$ cat config.mk
export PLATFORM = sky130hd
export DESIGN_NAME = udp_tx
export DESIGN_NICKNAME = d
export VERILOG_FILES = /design/src/rtl/udp_tx.sv
export SDC_FILE = /design/constraint.sdc
export NUM_CORES = 1
export LEC_CHECK = 0
export CAP_MARGIN = 15
export CORE_MARGIN = 1
export CORE_UTILIZATION = 35
export DETAILED_ROUTE_END_ITERATION = 8
export HOLD_SLACK_MARGIN = 0.12
export PLACE_DENSITY = 0.76
export SLEW_MARGIN = 20
export SYNTH_ARGS = -nofsm -noshare
export SYNTH_HDL_FRONTEND = slang
export SYNTH_SLANG_ARGS = --single-unit
$ cat constraint.sdc
create_clock -name i_clk -period 3.1 [get_ports i_clk]
set_input_delay 0.62 -clock i_clk [delete_from_list [all_inputs] [get_ports i_clk]]
set_output_delay 0.62 -clock i_clk [all_outputs]
set_load 0.005 [all_outputs]
$ cat src/rtl/udp_tx.sv
// udp_tx: prepends an 8-byte UDP header beat to each payload packet and
// forwards it to the IPv4 transmit stage with the IP sideband user word.
// Packets whose length is zero or larger than one UDP datagram in a
// 1500-byte MTU (1472 bytes) are consumed, never forwarded, and counted.
module udp_tx #(
    parameter logic [15:0] P_SRC_PORT = 16'd8080,
    parameter logic [15:0] P_DST_PORT = 16'd8080
) (
    input  logic        i_clk,
    input  logic        i_rst_n,
    input  logic [15:0] i_dynamic_src_port,
    input  logic        i_dynamic_src_valid,
    input  logic [15:0] i_dynamic_dst_port,
    input  logic        i_dynamic_dst_valid,
    input  logic [63:0] s_axis_user_data,
    input  logic [15:0] s_axis_user_user,
    input  logic [7:0]  s_axis_user_keep,
    input  logic        s_axis_user_last,
    input  logic        s_axis_user_valid,
    output logic        s_axis_user_ready,
    output logic [63:0] m_axis_ip_data,
    output logic [55:0] m_axis_ip_user,
    output logic [7:0]  m_axis_ip_keep,
    output logic        m_axis_ip_last,
    output logic        m_axis_ip_valid,
    input  logic        m_axis_ip_ready,
    output logic [15:0] o_drop_cnt
);

    localparam logic [15:0] MAX_PAYLOAD = 16'd1472;
    localparam logic [2:0]  IP_FLAGS_DF = 3'b010;
    localparam logic [7:0]  IP_PROTO_UDP = 8'd17;

    typedef enum logic [1:0] {
        IDLE    = 2'd0,
        HEADER  = 2'd1,
        PAYLOAD = 2'd2,
        DROP    = 2'd3
    } state_t;

    state_t      state;
    state_t      state_nxt;
    logic [15:0] src_port;
    logic [15:0] dst_port;
    logic [15:0] pkt_id;
    logic [15:0] udp_len;
    logic        out_free;
    logic        len_bad;
    logic        load_hdr;
    logic        load_pay;
    logic        hdr_done;
    logic        drop_done;

    // The output register can take a new beat when empty or draining this cycle.
    assign out_free = !m_axis_ip_valid || m_axis_ip_ready;
    assign len_bad  = (s_axis_user_user == 16'd0) || (s_axis_user_user > MAX_PAYLOAD);
    assign udp_len  = s_axis_user_user + 16'd8;

    // State register.
    always_ff @(posedge i_clk or negedge i_rst_n) begin
        if (!i_rst_n) begin
            state <= IDLE;
        end else begin
            state <= state_nxt;
        end
    end

    // Next-state decode, input ready and the load/count strobes.
    always_comb begin
        state_nxt         = state;
        s_axis_user_ready = 1'b0;
        load_hdr          = 1'b0;
        load_pay          = 1'b0;
        hdr_done          = 1'b0;
        drop_done         = 1'b0;
        case (state)
            IDLE: begin
                // The first payload beat stays on the input until PAYLOAD.
                if (s_axis_user_valid && out_free) begin
                    if (len_bad) begin
                        state_nxt = DROP;
                    end else begin
                        load_hdr  = 1'b1;
                        state_nxt = HEADER;
                    end
                end
            end
            HEADER: begin
                if (m_axis_ip_ready) begin
                    hdr_done  = 1'b1;
                    state_nxt = PAYLOAD;
                end
            end
            PAYLOAD: begin
                s_axis_user_ready = out_free;
                if (s_axis_user_valid && out_free) begin
                    load_pay = 1'b1;
                    if (s_axis_user_last) begin
                        state_nxt = IDLE;
                    end
                end
            end
            DROP: begin
                s_axis_user_ready = 1'b1;
                if (s_axis_user_valid && s_axis_user_last) begin
                    drop_done = 1'b1;
                    state_nxt = IDLE;
                end
            end
            default: begin
                state_nxt = IDLE;
            end
        endcase
    end

    // Port registers; sampled only when a header is built.
    always_ff @(posedge i_clk or negedge i_rst_n) begin
        if (!i_rst_n) begin
            src_port <= P_SRC_PORT;
            dst_port <= P_DST_PORT;
        end else begin
            if (i_dynamic_src_valid) begin
                src_port <= i_dynamic_src_port;
            end
            if (i_dynamic_dst_valid) begin
                dst_port <= i_dynamic_dst_port;
            end
        end
    end

    // IP identification advances once per forwarded header; drops are counted on their last beat.
    always_ff @(posedge i_clk or negedge i_rst_n) begin
        if (!i_rst_n) begin
            pkt_id     <= 16'd0;
            o_drop_cnt <= 16'd0;
        end else begin
            if (hdr_done) begin
                pkt_id <= pkt_id + 16'd1;
            end
            if (drop_done) begin
                o_drop_cnt <= o_drop_cnt + 16'd1;
            end
        end
    end

    // Output register: header build, payload pass-through, or drain.
    always_ff @(posedge i_clk or negedge i_rst_n) begin
        if (!i_rst_n) begin
            m_axis_ip_data  <= 64'd0;
            m_axis_ip_user  <= 56'd0;
            m_axis_ip_keep  <= 8'hFF;
            m_axis_ip_last  <= 1'b0;
            m_axis_ip_valid <= 1'b0;
        end else if (load_hdr) begin
            // Checksum field left at zero: "not computed" is legal for UDP over IPv4.
            m_axis_ip_data  <= {src_port, dst_port, udp_len, 16'h0000};
            m_axis_ip_user  <= {udp_len, IP_FLAGS_DF, IP_PROTO_UDP, 13'd0, pkt_id};
            m_axis_ip_keep  <= 8'hFF;
            m_axis_ip_last  <= 1'b0;
            m_axis_ip_valid <= 1'b1;
        end else if (load_pay) begin
            m_axis_ip_data  <= s_axis_user_data;
            m_axis_ip_keep  <= s_axis_user_keep;
            m_axis_ip_last  <= s_axis_user_last;
            m_axis_ip_valid <= 1'b1;
        end else if (m_axis_ip_ready) begin
            m_axis_ip_valid <= 1'b0;
        end
    end

endmodule

==> results by group <==
Drt
  • Final wirelength: 19800 um
  • Via count: 5746
  • DR DRC count: 0
  • ANT nets after route: 0
  • Initial DRC Count: 238
  • DR pass1 iterations: 4
  • Routed vias/inst: 4.87
  • Post-DR wirelength/cell: 16.8 um

Timing
  • Final period utilization: 86.7%
  • Setup_tns: 0 ns
  • Min Hold Slack: 0.130 ns
  • Peak Freq: 0.372 GHz
  • Slew @ Worst Pin: 0.785 ns
  • Fin. max-slew vios: 0
  • Final setup viols: 0
  • Final worst setup slack: 0.412 ns
  • Final min period: 2.69 ns
  • Worst Clk Skew: 0.00842 ns
  • Final hold violation count: 0
  • Slew margin rel.: 47.5%
  • RSZ-0062 raised after global routing: false

Yosys
  • Number of synthesized flops with an enable pin: 0
  • Synth area leaders: dfrtp_1 51%, dfstp_2 7.8%, nand2_1 7.4%, mux2_2 5.0%, a221o_1 4.9%
  • Async SR Flop Fraction: 100%
  • Top_reg_cell synth: dfrtp_1
  • Synth Cell Area: 7370 um^2
  • Post-synth top area share: 51.3%
  • Synth Instances: 653
  • Sequential share of the synthesized area: 59.1%
  • Yosys reg bits: 173
  • Netlist cell types: 43
  • Count leader, synth: dfrtp_1
  • Mean Syn Cell Area: 11.3 um^2
  • Area leader, netlist: dfrtp_1
  • Synth Warn #: 0
  • Synth top cells by count: 151 x dfrtp_1, 146 x nand2_1, 40 x and2_1

Setup path
  • Req. time, crit path: 2.48 ns
  • Crit path max fanout: 5
  • Critical path arrival: 2.07 ns
  • CP startpoint kind: input port
  • Worst Setup End Kind: primary output
  • CP Class: input port to primary output

Power and ir drop
  • P_leak: 4.71 nW
  • Clock power share: 28.5%
  • Flop pwr share: 40.7%
  • Peak VDD IR: 360 uV
  • Sw Share: 27.9%
  • Combinational cell fraction of total power: 30.8%
  • Pwr Density: 758 nW/um^2
  • Switching power: 2.27 mW
  • Cell-internal power: 5.87 mW

Clock tree
  • Post-CTS Hold Buffers: 0
  • CTS-repair resized insts: 0
  • TritonCTS clock tree: done
  • # clock sinks: 173
  • Clk_lat worst skew: 0.41 ns
  • Total CTS buffers: 17
  • Clock transition at path regs: 0.07 ns
  • H-tree depth: 4
  • Clk root buf: clkbuf_16
  • CTS Buffer Depth: 2
  • Number of setup buffers added after CTS: 0

Die
  • Die area: 21600 um^2
  • Die width: 147 um
  • Die height: 147 um
  • I/O pins: 274
  • Rows: 52
  • Placeable Area: 20400 um^2
  • Initial core utilization: 36.1%

Placed design
  • Port bufs: 252
  • DP Area: 10100 um^2
  • Dpl ws: 0.254 ns
  • DP Wirelength: 13900 um
  • RePlAce Congestion: 0.830

Global route
  • Number of antenna violations at the first check in global routing: 1
  • First-pass GRT wire length: 31000 um
  • Number of global-route vias before repair: 5704
  • Largest net degree at the start of global routing: 70
  • Gr usage total: 18.3%
  • Congestion Overflow GR: 0

Flow run
  • Max-cap violations: 0

Finish
  • # fillers: 1821
  • Layout Nets: 1028
  • Fin util: 52.6%
  • Layout area overhead: 45.8%
  • Antenna cells: 0
  • Share of cells above drive strength 1: 11.6%
  • Finished Cell Area: 10700 um^2

Run status
  • Status: finished, final reports clean

Min path
  • HP Class: input port to async pin
==> critical path: stages <==
cell             delay, ns
clkdlybuf4s50_1       0.56
nand2b_1              0.20
o21a_1                0.17
clkdlybuf4s50_1       0.52
==> sequential cells by signal (all words and copies together) (netlist names) <==
name,cells
m_axis_ip_keep,8
m_axis_ip_last,1
m_axis_ip_data,64
m_axis_ip_user,33
src_port,16
o_drop_cnt,16
state,2
dst_port,16
m_axis_ip_valid,1
pkt_id,16
==> cells in the final DEF, fill, tap and decap left out, types with 6 or more instances in the layout <==
master and instances:
and2_1 40, buf_4 8, o21ai_0 8, xnor2_1 26
mux2i_1 6, a221o_1 36, clkdlybuf4s50_1 251, nand4_1 12
nor2_1 14, nand3_1 23, nand2_1 146, dfrtp_1 151
dfstp_2 22, conb_1 21, clkbuf_16 17, mux2_2 33
xor2_1 10, a21oi_1 20
==> area by class of cell <==
| cell class | instances | area (um^2) | area share (%) |
|---|---|---|---|
| Timing Repair Buffer | 265 | 2680 | 25.0 |
| Multi-Input combinational cell | 439 | 2710 | 25.3 |
| Tap cell | 270 | 338 | 3.15 |
| Clock inverter | 13 | 199 | 1.85 |
| Sequential cell | 173 | 4360 | 40.6 |
| Inverter | 2 | 7.51 | 0.0699 |
| Clock buffer | 18 | 439 | 4.09 |
==> logic make-up (layout without fill, tap and decap cells) <==
group | count (synthesis) | in the layout | share of synthesized area [%]
DFF | 173 | 173 | 59.1
other | 1 | 21 | 0.0509
AOI/OAI and AO/OA | 79 | 79 | 8.44
and+or+nand+nor | 261 | 261 | 16.6
buffers and inverters | 61 | 298 | 5.08
muxes | 39 | 39 | 5.86
xor gates and xnor gates | 36 | 36 | 4.28
adders and majority gates | 3 | 3 | 0.510
==> power by group through the flow <==
stage	combinational, mW	sequential (mW)	clock [mW]
2_1_floorplan	1.01	3.31	0
4_1_cts	2.55	3.32	2.38
6_report	2.51	3.32	2.32
3_3_place_gp	2.49	3.35	0
5_1_grt	2.73	3.40	2.47
3_5_place_dp	2.54	3.36	0
==> final timing paths <==
path | from | to | slack, ns | depth (start not counted)
worst max-delay path | m_axis_ip_ready | s_axis_user_ready | 0.41 | 4
worst min-delay path | i_rst_n | m_axis_ip_data[56] | 0.13 | 1
worst max register to register | state[1] | m_axis_ip_data[57] | 0.74 | 6
worst min register to register | m_axis_ip_user[41] | m_axis_ip_user[41] | 0.47 | 2
max in group asynchronous | i_rst_n | src_port[11] | 2.20 | 2
min in group i_clk | m_axis_ip_user[41] | m_axis_ip_user[41] | 0.47 | 2
==> through the flow <==
stage,total power [mW],std cells
finish,8.14,1180
global route,8.60,1180
CTS,8.25,1180
detailed placement,5.90,1149
global placement,5.84,1149
floorplan,4.32,673
==> routing by layer <==
layer  global-route usage (%)  up-vias  share of wire (%)
met5                        0        -              0.066
met4                     4.69        2               0.89
met3                     4.57       20                6.8
met2                     29.5      209                 47
met1                     24.7     2835                 45
li1                         -     2680                  -
Note: power is estimated with default switching activity, not from simulation.
